## src/rtl/float32_acc_pkg.sv

```systemverilog
// Shared binary32 field layout, special encodings and FSM states for the
// float32 accumulator.
package float32_acc_pkg;

    localparam int DATA_W      = 32;
    localparam int SIGN_BIT    = 31;
    localparam int EXP_HI      = 30;
    localparam int EXP_LO      = 23;
    localparam int MAN_HI      = 22;
    localparam int EXP_W       = 8;
    localparam int SIG_W       = 24;
    localparam int EXP_BIAS    = 127;
    localparam int ALIGN_LIMIT = 25;

    localparam logic [EXP_W-1:0]  EXP_SPECIAL = 8'hFF;
    localparam logic [DATA_W-1:0] F32_ZERO    = 32'h0000_0000;
    localparam logic [DATA_W-1:0] F32_QNAN    = 32'h7FC0_0000;
    localparam logic [DATA_W-1:0] F32_POS_INF = 32'h7F80_0000;
    localparam logic [DATA_W-1:0] F32_NEG_INF = 32'hFF80_0000;

    typedef enum logic [2:0] {
        IDLE,
        ALIGN,
        ADD,
        NORM,
        OUT
    } state_t;

    function automatic logic [DATA_W-1:0] inf_of(input logic sign);
        return sign ? F32_NEG_INF : F32_POS_INF;
    endfunction

endpackage

```

## src/rtl/f32_unpack.sv

```systemverilog
// Combinational binary32 field splitter; denormals are flushed to an unsigned zero.
module f32_unpack
    import float32_acc_pkg::*;
(
    input  logic [DATA_W-1:0] value,
    output logic              sign,
    output logic [EXP_W-1:0]  exp,
    output logic [SIG_W-1:0]  man,
    output logic              is_zero,
    output logic              is_inf,
    output logic              is_nan
);

    logic [EXP_W-1:0] exp_field;
    logic [MAN_HI:0]  frac;

    assign exp_field = value[EXP_HI:EXP_LO];
    assign frac      = value[MAN_HI:0];

    assign is_zero = (exp_field == '0);
    assign is_inf  = (exp_field == EXP_SPECIAL) && (frac == '0);
    assign is_nan  = (exp_field == EXP_SPECIAL) && (frac != '0);
    assign sign    = is_zero ? 1'b0 : value[SIGN_BIT];
    assign exp     = exp_field;
    assign man     = is_zero ? '0 : {1'b1, frac};

endmodule

```

## src/rtl/float32_acc.sv

```systemverilog
// Sequential binary32 accumulator: one operand per ALIGN/ADD/NORM pass,
// truncating arithmetic, group sum presented on a valid/ready output.
module float32_acc
    import float32_acc_pkg::*;
(
    input  logic              clk,
    input  logic              rst_n,
    input  logic              in_valid,
    input  logic [DATA_W-1:0] in_data,
    input  logic              in_last,
    output logic              in_ready,
    output logic              out_valid,
    output logic [DATA_W-1:0] out_data,
    input  logic              out_ready
);

    state_t state, next_state;

    logic [DATA_W-1:0] opnd;
    logic              last_r;
    logic [DATA_W-1:0] acc;
    logic              special;

    logic             i_sign, i_zero, i_inf, i_nan;
    logic [EXP_W-1:0] i_exp;
    logic [SIG_W-1:0] i_man;
    logic             a_sign, a_zero, a_inf, a_nan;
    logic [EXP_W-1:0] a_exp;
    logic [SIG_W-1:0] a_man;

    f32_unpack u_unpack_in (
        .value   (opnd),
        .sign    (i_sign),
        .exp     (i_exp),
        .man     (i_man),
        .is_zero (i_zero),
        .is_inf  (i_inf),
        .is_nan  (i_nan)
    );

    f32_unpack u_unpack_acc (
        .value   (acc),
        .sign    (a_sign),
        .exp     (a_exp),
        .man     (a_man),
        .is_zero (a_zero),
        .is_inf  (a_inf),
        .is_nan  (a_nan)
    );

    // Truncating pack: no guard bits, so the result is just the kept fields.
    function automatic logic [DATA_W-1:0] truncate_pack(
        input logic                    sign,
        input logic signed [EXP_W+1:0] exp,
        input logic [SIG_W-1:0]        man,
        input logic                    spec_hit,
        input logic [DATA_W-1:0]       spec_val
    );
        if (spec_hit)
            return spec_val;
        if ((man == '0) || (exp < 10'sd1))
            return F32_ZERO;
        if (exp >= 10'sd255)
            return inf_of(sign);
        return {sign, exp[EXP_W-1:0], man[MAN_HI:0]};
    endfunction

    // ALIGN: order operands by magnitude and shift the smaller one
    logic                    acc_big;
    logic                    big_sign_c;
    logic [EXP_W-1:0]        big_exp_c, small_exp_c, exp_diff;
    logic [SIG_W-1:0]        big_man_c, small_man_c, aligned_c;
    logic                    spec_hit_c;
    logic [DATA_W-1:0]       spec_val_c;

    always_comb begin
        acc_big     = !a_zero && (i_zero || ({a_exp, a_man} >= {i_exp, i_man}));
        big_sign_c  = acc_big ? a_sign : i_sign;
        big_exp_c   = acc_big ? a_exp  : i_exp;
        big_man_c   = acc_big ? a_man  : i_man;
        small_exp_c = acc_big ? i_exp  : a_exp;
        small_man_c = acc_big ? i_man  : a_man;
        exp_diff    = big_exp_c - small_exp_c;
        aligned_c   = (exp_diff >= EXP_W'(ALIGN_LIMIT)) ? '0 : (small_man_c >> exp_diff);
        spec_hit_c  = special | i_inf | i_nan;
        if (a_nan || i_nan)
            spec_val_c = F32_QNAN;
        else if (a_inf && i_inf && (a_sign != i_sign))
            spec_val_c = F32_QNAN;
        else if (i_inf)
            spec_val_c = inf_of(i_sign);
        else
            spec_val_c = acc;
    end

    logic                    big_sign_r, eff_sub_r, spec_hit_r;
    logic [EXP_W-1:0]        big_exp_r;
    logic [SIG_W-1:0]        big_man_r, small_man_r;
    logic [DATA_W-1:0]       spec_val_r;

    // ADD: 25-bit magnitude sum/difference
    logic [SIG_W:0] sum_c;

    assign sum_c = eff_sub_r ? ({1'b0, big_man_r} - {1'b0, small_man_r})
                             : ({1'b0, big_man_r} + {1'b0, small_man_r});

    logic                    work_sign;
    logic signed [EXP_W+1:0] work_exp;
    logic [SIG_W-1:0]        work_man;

    // NORM: one left shift per cycle until the hidden bit is set
    logic              norm_done;
    logic [DATA_W-1:0] result;

    assign norm_done = spec_hit_r || (work_man == '0) || work_man[SIG_W-1];
    assign result    = truncate_pack(work_sign, work_exp, work_man, spec_hit_r, spec_val_r);

    always_ff @(posedge clk) begin
        case (state)
            IDLE: begin
                if (in_valid) begin
                    opnd   <= in_data;
                    last_r <= in_last;
                end
            end
            ALIGN: begin
                big_sign_r  <= big_sign_c;
                big_exp_r   <= big_exp_c;
                big_man_r   <= big_man_c;
                small_man_r <= aligned_c;
                eff_sub_r   <= (a_sign != i_sign);
                spec_hit_r  <= spec_hit_c;
                spec_val_r  <= spec_val_c;
            end
            ADD: begin
                work_sign <= big_sign_r;
                if (sum_c[SIG_W]) begin
                    work_man <= sum_c[SIG_W:1];
                    work_exp <= $signed({2'b00, big_exp_r}) + 10'sd1;
                end else begin
                    work_man <= sum_c[SIG_W-1:0];
                    work_exp <= $signed({2'b00, big_exp_r});
                end
            end
            NORM: begin
                if (!norm_done) begin
                    work_man <= work_man << 1;
                    work_exp <= work_exp - 10'sd1;
                end
            end
            default: ;
        endcase
    end

    always_ff @(posedge clk or negedge rst_n) begin
        if (!rst_n) begin
            acc      <= F32_ZERO;
            special  <= 1'b0;
            out_data <= F32_ZERO;
        end else if ((state == NORM) && norm_done) begin
            acc     <= result;
            special <= (result[EXP_HI:EXP_LO] == EXP_SPECIAL);
            if (last_r)
                out_data <= result;
        end else if ((state == OUT) && out_ready) begin
            acc     <= F32_ZERO;
            special <= 1'b0;
        end
    end

    always_ff @(posedge clk or negedge rst_n) begin
        if (!rst_n)
            state <= IDLE;
        else
            state <= next_state;
    end

    always_comb begin
        next_state = state;
        in_ready   = 1'b0;
        out_valid  = 1'b0;
        case (state)
            IDLE: begin
                in_ready = 1'b1;
                if (in_valid)
                    next_state = ALIGN;
            end
            ALIGN: next_state = ADD;
            ADD:   next_state = NORM;
            NORM: begin
                if (norm_done)
                    next_state = last_r ? OUT : IDLE;
            end
            OUT: begin
                out_valid = 1'b1;
                if (out_ready)
                    next_state = IDLE;
            end
            default: next_state = IDLE;
        endcase
    end

endmodule

```

## config.mk

```make
export PLATFORM = sky130hd
export DESIGN_NAME = float32_acc
export DESIGN_NICKNAME = d
export VERILOG_FILES = /design/src/rtl/float32_acc_pkg.sv /design/src/rtl/f32_unpack.sv /design/src/rtl/float32_acc.sv
export SDC_FILE = /design/constraint.sdc
export NUM_CORES = 1
export LEC_CHECK = 0
export ABC_AREA = 1
export CAP_MARGIN = 10
export CORE_MARGIN = 5
export CORE_UTILIZATION = 62
export DETAILED_ROUTE_END_ITERATION = 6
export PLACE_DENSITY = 0.9
export SKIP_LAST_GASP = 1
export SLEW_MARGIN = 10
export SYNTH_ARGS = -nofsm -noshare
export SYNTH_HDL_FRONTEND = slang
export SYNTH_SLANG_ARGS = --single-unit
```

## constraint.sdc

```tcl
create_clock -name clk -period 15.2 [get_ports clk]
set_input_delay 3.04 -clock clk [delete_from_list [all_inputs] [get_ports clk]]
set_output_delay 3.04 -clock clk [all_outputs]
set_load 0.02 [all_outputs]
```

==> impl_metrics.py, run 1 <==
metrics = {
    "finish": {
        "nets": 1893,
        "multi_input_area_um2": 6626,
        "syn_to_final_growth_pct": 11.77,
        "n_fill_cell": 1701,
        "drive_above_1_share_pct": 5.025,
        "num_antenna_cells": 0,
        "final-seq-area_um2": 6476,
    },
    "sta": {
        "skew_ns": 0.01905,
        "drv_slew": 0,
        "rsz0062_at_grt": "false",
        "setup_violations": 0,
        "tightest_slew_ns": 1.215,
        "hold_viol_final": 0,
        "finalCritPeriodShare_pct": 41.31,
        "totalNegativeSetupSlack_ns": 0,
        "finalCriticalPeriod_ns": 6.279,
        "max_clock_freq_ghz": 0.1593,
        "relSlewSlack_pct": 18.51,
    },
    "yosys": {
        "synth_edf_count": 159,
        "synth-simple-area-share_pct": 25.53,
        "synthMuxAreaShare_pct": 0,
        "synthTopCellsByArea": "edfxtp_1 (34%), dfrtp_1 (12%), nand2_1 (12%)",
        "ys_seq_area_share_pct": 45.81,
        "synth_xor_area_share_pct": 3.407,
        "synth-seq-cells": 227,
        "synth_compound_area_share_pct": 12.00,
        "synth_top_cell_by_area": "edfxtp_1",
        "synthAdderAreaFrac_pct": 5.717,
        "syn_nets": 1856,
        "synth_cells": 1755,
        "synth_top_family_by_area": "simple AND/OR/NAND/NOR gates",
        "async_reset_ff_share_pct": 29.96,
        "yosysWarnings": 0,
        "yosysUniqueCellTypes": 52,
        "synth.cell_area_um2": 14140,
        "syn_area_per_cell_um2": 8.055,
        "synth_ff_type": "edfxtp_1",
        "yosysTopAreaCellShare_pct": 33.77,
    },
    "worst_setup_path": {
        "critPathLaunchType": "register",
        "r2r-start": "opnd[26]$_DFFE_PP_",
        "worstSetupEndpointType": "register",
        "required_ns": 15.57,
        "worstReg2RegEnd": "small_man_r[10]$_SDFFCE_PP0P_",
        "regToRegSetupSlack_ns": 8.92,
        "max_stage_delay_ns": 0.60,
        "path_class": "reg2reg",
        "critPathMaxFanout": 24,
        "worstPathArrival_ns": 6.65,
        "ff2ff_path_depth": 28,
        "critPathSlowestCell": "or2_1",
    },
    "clocking": {
        "htreeDepth": 1,
        "clk_pin_slew_ns": 0.06,
        "post-cts-setup-buffer-count": 0,
        "insertion_delay_ns": 0.54,
        "postCtsHoldBufs": 0,
        "cts_resized": 0,
        "root_buffer": "clkbuf_16",
        "cts.path.max_buffers": 3,
        "numCtsBuffers": 25,
        "tritoncts": "yes",
        "cts_sinks": 227,
    },
    "die": {
        "chipHeight_um": 161.0,
        "io_pins": 71,
        "dieArea_um2": 25920,
        "die_w_um": 161.0,
        "rows": 55,
        "initial_core_util_pct": 62.63,
        "coreArea_um2": 22570,
    },
    "placed_design": {
        "io_buffers": 70,
        "dp_hpwl_mm": 30.62,
        "globalplace.congestion": 0.9963,
    },
    "worst_hold_path": {
        "min_path_type": "reg2reg",
        "holdPathStages": 0,
        "hold_start": "big_sign_r$_DFFE_PP_",
        "hold_path_end": "work_sign$_DFFE_PP_",
    },
    "grt": {
        "grt-ovfl-total": 0,
        "grt_max_degree": 72,
        "antenna_found_initial": 0,
        "grtUsageTotal_pct": 32.45,
        "first_global_vias": 12258,
        "grt_pass1_wl_mm": 66.92,
    },
    "detailed_routing": {
        "routedWlPerCell_um": 20.35,
        "detail_route.iter0.violations": 2006,
        "vias_per_cell": 6.279,
        "vias": 13160,
        "firstDrtPassIters": 7,
        "routed_wirelength_mm": 42.66,
        "drc_errors": 4,
        "antenna_left": 0,
    },
    "run": {
        "cap_viol_max_count": 0,
    },
    "outcome": {
        "violations": "design-rule violations",
        "outcome": "finished, violations left",
    },
}
cell families (layout without fill, tap and decap cells):
family	count (synthesis)	count (layout)
AOI/OAI and AO/OA	299	299
xor gates and xnor gates	55	55
adders and majority gates	64	64
buffers and inverters	270	326
DFF	227	227
and+or+nand+nor	840	840
metal layers:
| metal | share of wire [%] | vias up | track usage (%) |
|---|---|---|---|
| met5 | 0 | - | 0 |
| met4 | 3.7 | 0 | 10.43 |
| met3 | 13 | 121 | 7.706 |
| met2 | 46 | 939 | 52.17 |
| met1 | 38 | 6094 | 43.98 |
| li1 | - | 6006 | - |
final cells by class:
| cell class | count | area share (%) |
|---|---|---|
| clock buffer | 29 | 4.118 |
| clock inverter | 17 | 0.9502 |
| inverter | 195 | 4.640 |
| multi-input combinational | 1258 | 41.94 |
| sequential | 227 | 40.99 |
| tap | 285 | 2.257 |
| timing repair buffer | 85 | 5.115 |
cells in the mapped netlist, types with 34 or more instances:
cell type,number
dfrtp_1,68
inv_1,188
nor2_1,151
o21ai_0,150
clkbuf_1,49
edfxtp_1,159
xor2_1,34
nand2_1,444
nand3_1,141
nand4_1,36
ha_1,63
a21oi_1,70
cell usage in the layout (no fill, tap or decap), types with 4 or more instances in the layout:
cell type / synthesis / routed
ha_1: 63 / 63
o211ai_1: 14 / 14
clkinv_2: 1 / 5
nand3_1: 141 / 141
o21ai_1: 7 / 7
clkinv_1: 2 / 7
a21o_1: 4 / 4
dfrtp_1: 68 / 68
xnor2_1: 21 / 20
edfxtp_1: 159 / 159
inv_1: 188 / 188
inv_6: 0 / 4
a21oi_2: 4 / 4
xor2_1: 34 / 34
o221ai_1: 10 / 10
nand2_1: 444 / 444
o21bai_1: 6 / 6
inv_2: 4 / 4
a21oi_1: 70 / 70
o22ai_1: 7 / 7
clkbuf_16: 0 / 25
o31ai_1: 15 / 15
nor3_1: 20 / 18
clkdlybuf4s50_1: 0 / 69
nor2_1: 151 / 150
o21ai_0: 150 / 149
a31oi_1: 5 / 5
nor4_1: 18 / 18
nand2_2: 8 / 8
buf_4: 7 / 15
nand4_1: 36 / 36
through the flow:
stage | util, % | instances | hold WS (ns) | setup WS (ns) | area (µm²)
final | 70.01 | 2096 | 0.4437 | 8.921 | 15800
after floorplan | - | 1755 | 0.4003 | 7.856 | 14140
after CTS | 70.01 | 2096 | 0.4428 | 9.056 | 15800
after global placement | 66.46 | 2050 | 0.4043 | 9.125 | 15000
after global routing | 70.01 | 2096 | 0.4539 | 8.315 | 15800
after detailed placement | 66.46 | 2050 | 0.4294 | 9.063 | 15000
how the worst max path moves through the flow:
| stage | from | end | slack (ns) | cells past startpoint |
|---|---|---|---|---|
| after floorplan | state[1]$_DFFE_PN0P_ | state[1]$_DFFE_PN0P_ | 7.86 | 2 |
| after global placement | opnd[26]$_DFFE_PP_ | small_man_r[10]$_SDFFCE_PP0P_ | 9.12 | 28 |
| after detailed placement | opnd[26]$_DFFE_PP_ | small_man_r[10]$_SDFFCE_PP0P_ | 9.06 | 28 |
| after CTS | opnd[26]$_DFFE_PP_ | small_man_r[9]$_SDFFCE_PP0P_ | 9.06 | 28 |
| after global routing | opnd[28]$_DFFE_PP_ | small_man_r[9]$_SDFFCE_PP0P_ | 8.31 | 28 |
| final | opnd[26]$_DFFE_PP_ | small_man_r[10]$_SDFFCE_PP0P_ | 8.92 | 28 |
flip-flops by register name (all words and copies together) (netlist names), 3 cells and up:
signal       cells
spec_val_r      32
work_exp        10
acc             32
state            3
work_man        24
opnd            32
out_data        32
big_exp_r        8
small_man_r     24
big_man_r       24
critical path, delay by kind of cell, from the launching register on:
kind                     cells  cell delay, ns
adder cells (fa/ha/maj)      2            0.50
AO/OA/AOI/OAI                6            1.26
AND/OR/NAND/NOR             12            2.08
XOR/XNOR                     1            0.15
buffers and inverters        7            1.72
flip-flops                   1            0.38
Power of run 1 is not shown: default switching activity piles up to over one toggle a cycle in this logic, so the estimate is an artifact.
==> run 2, diff against run 1 <==
--- a/config.mk
+++ b/config.mk
@@ -8,9 +8,9 @@
 export ABC_AREA = 1
 export CAP_MARGIN = 10
 export CORE_MARGIN = 5
-export CORE_UTILIZATION = 62
+export CORE_UTILIZATION = 55
 export DETAILED_ROUTE_END_ITERATION = 6
-export PLACE_DENSITY = 0.9
+export PLACE_DENSITY = 0.85
 export SKIP_LAST_GASP = 1
 export SLEW_MARGIN = 10
 export SYNTH_ARGS = -nofsm -noshare
==> constraint.sdc (replaced) <==
create_clock -name clk -period 5.3 [get_ports clk]
set_input_delay 1.06 -clock clk [delete_from_list [all_inputs] [get_ports clk]]
set_output_delay 1.06 -clock clk [all_outputs]
set_load 0.02 [all_outputs]
==> impl_metrics.py, run 2 (synthesized netlist as in run 1, its figures left out) <==
metrics = {
    "outcome": {
        "outcome": "finished clean",
    },
    "detailed_routing": {
        "drc_errors": 0,
        "routed_wirelength_mm": 41.53,
        "detail_route.iter0.violations": 1811,
        "vias_per_cell": 6.034,
        "routedWlPerCell_um": 19.31,
        "vias": 12980,
        "antenna_left": 0,
        "firstDrtPassIters": 6,
    },
    "clocking": {
        "cts.path.max_buffers": 3,
        "root_buffer": "clkbuf_16",
        "clk_pin_slew_ns": 0.06,
        "post-cts-setup-buffer-count": 0,
        "insertion_delay_ns": 0.54,
        "htreeDepth": 1,
        "postCtsHoldBufs": 0,
        "numCtsBuffers": 25,
        "tritoncts": "yes",
        "cts_sinks": 227,
    },
    "worst_setup_path": {
        "required_ns": 5.59,
        "critPathLaunchType": "register",
        "path_class": "reg2reg",
        "worstPathArrival_ns": 5.27,
        "critPathMaxFanout": 12,
        "worstSetupEndpointType": "register",
    },
    "grt": {
        "grtUsageTotal_pct": 28.32,
        "grt_pass1_wl_mm": 65.19,
        "first_global_vias": 12170,
        "grt-ovfl-total": 0,
        "grt_max_degree": 91,
        "antenna_found_initial": 2,
    },
    "sta": {
        "setup_violations": 0,
        "relSlewSlack_pct": 22.37,
        "finalCritPeriodShare_pct": 94.05,
        "max_clock_freq_ghz": 0.2006,
        "rsz0062_at_grt": "false",
        "skew_ns": 0.01900,
        "drv_slew": 0,
        "totalNegativeSetupSlack_ns": 0,
        "tightest_slew_ns": 1.164,
        "finalCriticalPeriod_ns": 4.985,
        "hold_viol_final": 0,
    },
    "die": {
        "rows": 58,
        "coreArea_um2": 25250,
        "io_pins": 71,
        "die_w_um": 170.3,
        "chipHeight_um": 170.3,
        "initial_core_util_pct": 55.98,
        "dieArea_um2": 29010,
    },
    "finish": {
        "nets": 1903,
        "num_antenna_cells": 0,
        "drive_above_1_share_pct": 5.986,
        "final_common_cell": "nand2_1",
        "syn_to_final_growth_pct": 13.52,
        "final_cell_mix": "nand2_1 (442), inv_1 (187), edfxtp_1 (159)",
        "n_fill_cell": 2109,
    },
    "placed_design": {
        "globalplace.congestion": 1.026,
        "dp_hpwl_mm": 30.77,
        "io_buffers": 70,
    },
    "worst_hold_path": {
        "min_path_type": "reg2reg",
    },
    "run": {
        "cap_viol_max_count": 0,
    },
}
run 2: cell count changes in the layout (fill, tap and decap cells not counted), moves of 2 or more:
cell / previous run / this run
clkbuf_16: 25 / 27
buf_4: 15 / 24
clkinv_1: 7 / 2
clkinv_2: 5 / 3
clkbuf_1: 3 / 5
nand2_1: 444 / 442
inv_6: 4 / 2
clkbuf_8: 1 / 7
run 2: stage by stage:
stage | worst slack [ns] | cell area (µm²) | utilization [%] | hold WS [ns] | instances
2_1_floorplan | 0.8231 | 14140 | - | 0.4003 | 1755
3_3_place_gp | 0.2441 | 15140 | 59.94 | 0.4018 | 2105
3_5_place_dp | 0.003666 | 15140 | 59.94 | 0.4062 | 2105
4_1_cts | 0.0009059 | 16000 | 63.35 | 0.4229 | 2151
5_1_grt | 0.008026 | 16050 | 63.55 | 0.4416 | 2151
6_report | 0.3154 | 16050 | 63.55 | 0.4266 | 2151
run 2: final timing paths:
kind | startpoint | cells after the start | end | slack (ns)
worst max-delay path | small_man_r[0]$_SDFFCE_PP0P_ | 22 | work_exp[0]$_DFFE_PP_ | 0.32
worst min-delay path | big_sign_r$_DFFE_PP_ | 0 | work_sign$_DFFE_PP_ | 0.43
worst max register to register | small_man_r[0]$_SDFFCE_PP0P_ | 22 | work_exp[0]$_DFFE_PP_ | 0.32
min in group asynchronous | rst_n | 1 | acc[27]$_DFFE_PN0P_ | 0.56
worst min register to register | big_sign_r$_DFFE_PP_ | 0 | work_sign$_DFFE_PP_ | 0.43
max in group asynchronous | rst_n | 2 | acc[25]$_DFFE_PN0P_ | 3.93
run 2: critical path: stages (launching register included):
cell	delay, ns
edfxtp_1	0.49
inv_1	0.10
ha_1	0.17
nand2_1	0.08
nor3_1	0.23
nand2_1	0.12
nor3_1	0.24
nand2_1	0.12
or3_1	0.34
or3_1	0.37
nor4_1	0.35
a21oi_1	0.14
xor2_1	0.29
ha_1	0.36
a21oi_1	0.18
o21bai_1	0.09
a21o_1	0.16
nand2_1	0.07
nand2_2	0.20
inv_2	0.25
nand2_2	0.19
o22ai_1	0.16
nor2_1	0.06
run 2: timing repair:
| action | 4_1_cts | 5_1_grt |
|---|---|---|
| resized for setup | 0 | 12 |
| hold endpoints to repair | 0 | 0 |
| setup endpoints to repair | 0 | 44 |
run 2: final cells by class:
| cell class | count | area, µm² | share of cell area (%) |
|---|---|---|---|
| clock buffers | 39 | 790.8 | 4.927 |
| inverters | 195 | 737.0 | 4.592 |
| clock inverters | 7 | 70.07 | 0.4366 |
| repair buffers | 95 | 897.1 | 5.590 |
| well taps | 330 | 412.9 | 2.573 |
| flip-flops and latches | 227 | 6476 | 40.35 |
| multi-input cells | 1258 | 6665 | 41.53 |
run 2: metal layers:
layer,GRT usage [%],vias to the layer above,share of wire (%)
met5,0,-,0.034
met4,9.826,4,3.9
met3,5.900,117,12
met2,44.70,787,45
met1,39.13,6050,39
li1,-,6022,-
Power of run 2 is left out for the same reason.
==> run 3, diff against run 2 <==
--- a/config.mk
+++ b/config.mk
@@ -5,7 +5,6 @@
 export SDC_FILE = /design/constraint.sdc
 export NUM_CORES = 1
 export LEC_CHECK = 0
-export ABC_AREA = 1
 export CAP_MARGIN = 10
 export CORE_MARGIN = 5
 export CORE_UTILIZATION = 55
==> impl_metrics.py, run 3 <==
metrics = {
    "outcome": {
        "outcome": "finished clean",
    },
    "worst_setup_path": {
        "path_class": "reg2reg",
        "worstPathArrival_ns": 5.33,
        "worstSetupEndpointType": "register",
        "crit_family": "compound AO/OA/AOI/OAI gates",
        "critPathLaunchType": "register",
        "critPathSlowestCell": "edfxtp_1",
        "crit_buf_inv": 3,
        "critPathMaxFanout": 15,
        "required_ns": 5.55,
        "max_stage_delay_ns": 0.39,
        "worstPathCellList": "nor4_1 -> nand2_1 -> buf_4 -> and2_1 -> inv_1 -> ha_1 -> nand2_1 -> o31ai_2 -> and3_1 -> o211ai_1 -> a21oi_4 -> a2bb2oi_1 -> ha_1 -> inv_1 -> o21ai_1 -> a2111o_1 -> a21o_1 -> a311o_2 -> nor2_1 -> nand3b_1 -> o22ai_1",
    },
    "die": {
        "die_w_um": 170.3,
        "rows": 58,
        "chipHeight_um": 170.3,
        "dieArea_um2": 29010,
        "coreArea_um2": 25250,
        "io_pins": 71,
        "initial_core_util_pct": 55.98,
    },
    "grt": {
        "grt_pass1_wl_mm": 64.54,
        "grt_max_degree": 69,
        "antenna_found_initial": 2,
        "grt-ovfl-total": 0,
        "grtUsageTotal_pct": 28.14,
        "first_global_vias": 11756,
    },
    "sta": {
        "hold_viol_final": 0,
        "max_clock_freq_ghz": 0.1968,
        "rsz0062_at_grt": "true",
        "setup_violations": 0,
        "totalNegativeSetupSlack_ns": 0,
        "relSlewSlack_pct": 24.84,
        "skew_ns": 0.01297,
        "tightest_slew_ns": 1.125,
        "drv_slew": 0,
        "finalCriticalPeriod_ns": 5.081,
        "finalCritPeriodShare_pct": 95.86,
    },
    "detailed_routing": {
        "antenna_left": 0,
        "detail_route.iter0.violations": 1547,
        "routedWlPerCell_um": 21.98,
        "firstDrtPassIters": 6,
        "routed_wirelength_mm": 41.09,
        "drc_errors": 0,
        "vias_per_cell": 6.459,
        "vias": 12078,
    },
    "yosys": {
        "synth-seq-cells": 227,
        "async_reset_ff_share_pct": 29.96,
        "yosysTopAreaCellShare_pct": 33.77,
        "synth_cells": 1437,
        "syn_area_per_cell_um2": 9.839,
        "synth_common_cells": "nand2_1 (171), edfxtp_1 (159), nor2_1 (128)",
        "ys_seq_area_share_pct": 45.81,
        "synthTopCellsByArea": "edfxtp_1 (34%), dfrtp_1 (12%), ha_1 (5.6%)",
        "synth_edf_count": 159,
        "yosysWarnings": 0,
        "synth.cell_area_um2": 14140,
        "yosysUniqueCellTypes": 83,
        "synth_ff_type": "edfxtp_1",
        "synth_top_cell_by_area": "edfxtp_1",
        "syn_nets": 1538,
        "synth.most_common_cell": "nand2_1",
    },
    "clocking": {
        "htreeDepth": 1,
        "insertion_delay_ns": 0.52,
        "cts.path.max_buffers": 3,
        "root_buffer": "clkbuf_16",
        "postCtsHoldBufs": 0,
        "cts_sinks": 227,
        "tritoncts": "yes",
        "clk_pin_slew_ns": 0.07,
        "numCtsBuffers": 24,
    },
    "placed_design": {
        "dp_hpwl_mm": 30.07,
        "io_buffers": 70,
        "globalplace.congestion": 1.020,
    },
    "finish": {
        "nets": 1623,
        "final_common_cell": "nand2_1",
        "num_antenna_cells": 0,
        "drive_above_1_share_pct": 11.23,
        "final_cell_mix": "nand2_1 (171), edfxtp_1 (159), nor2_1 (127)",
        "syn_to_final_growth_pct": 15.77,
    },
    "worst_hold_path": {
        "min_path_type": "reg2reg",
    },
    "run": {
        "cap_viol_max_count": 0,
    },
}
-- run 3: cell count changes in the layout (fill, tap and decap cells not counted), sizes merged, moves of 24 or more --
| cell | previous run | this run |
|---|---|---|
| a21o | 4 | 38 |
| a22o | 0 | 31 |
| a22oi | 0 | 27 |
| and2 | 2 | 57 |
| buf | 26 | 63 |
| inv | 194 | 53 |
| mux2i | 0 | 25 |
| nand2 | 455 | 171 |
| nand3 | 144 | 22 |
| nor2 | 152 | 128 |
| o21ai | 157 | 79 |
| xnor2 | 21 | 45 |
-- run 3: final cells by class --
class                      instances  area [µm²]
clock inverter                    13       118.9
fill                            1964        8886
multi-input combinational       1085        7262
timing repair buffer             132        1194
inverter                          52       195.2
sequential                       227        6476
tap                              330       412.9
clock buffer                      31       709.4
-- run 3: repair_timing --
item,4_1_cts,5_1_grt
setup buffers,0,1
setup endpoints to repair,2,51
resized for setup,1,16
pin swaps,0,3
cloned,0,0
-- run 3: kinds of logic (layout without fill, tap and decap cells) --
logic type,count (synthesis),count (layout),synth area share (%)
mux,49,49,4.345
compound gates,384,384,18.64
simple gates,523,523,17.81
flops,227,227,45.81
xor+xnor,65,65,4.080
fa+ha+maj,64,64,5.717
buf+inv,125,228,3.602
-- run 3: path summary, 6_finish.rpt --
check	start	to	slack (ns)	cells past startpoint
setup / recovery	opnd[23]$_DFFE_PP_	small_man_r[1]$_SDFFCE_PP0P_	0.22	21
hold / removal	big_sign_r$_DFFE_PP_	work_sign$_DFFE_PP_	0.45	0
setup reg to reg	opnd[23]$_DFFE_PP_	small_man_r[1]$_SDFFCE_PP0P_	0.22	21
hold reg to reg	big_sign_r$_DFFE_PP_	work_sign$_DFFE_PP_	0.45	0
max in group asynchronous	rst_n	acc[6]$_DFFE_PN0P_	3.95	2
min in group asynchronous	rst_n	acc[23]$_DFFE_PN0P_	0.75	2
-- run 3: worst register-to-register path, delay by kind of cell, from the launching register on --
family | cells | cell delay, ns
and+or+nand+nor | 7 | 1.54
AOI/OAI and AO/OA | 9 | 2.10
DFF | 1 | 0.39
buffers and inverters | 3 | 0.41
adders and majority gates | 2 | 0.37
-- run 3: metrics by stage --
| stage | setup slack, ns | utilization (%) | std cells | cell area [µm²] | hold WS [ns] |
|---|---|---|---|---|---|
| floorplan | 0.1813 | - | 1437 | 14140 | 0.4003 |
| global placement | 0.2304 | 61.23 | 1825 | 15460 | 0.4037 |
| detailed placement | -0.02644 | 61.23 | 1825 | 15460 | 0.4345 |
| CTS | 0.02994 | 64.53 | 1869 | 16300 | 0.4466 |
| global route | -0.1118 | 64.81 | 1870 | 16370 | 0.4521 |
| finish | 0.2194 | 64.81 | 1870 | 16370 | 0.4480 |
-- run 3: per-layer routing --
metal  share of wire [%]  global-route usage, %
met4                 4.9                  11.49
met5               0.054                      0
met1                  39                  38.22
met2                  46                  44.96
met3                  10                  5.110
Power of run 3 is left out for the same reason.
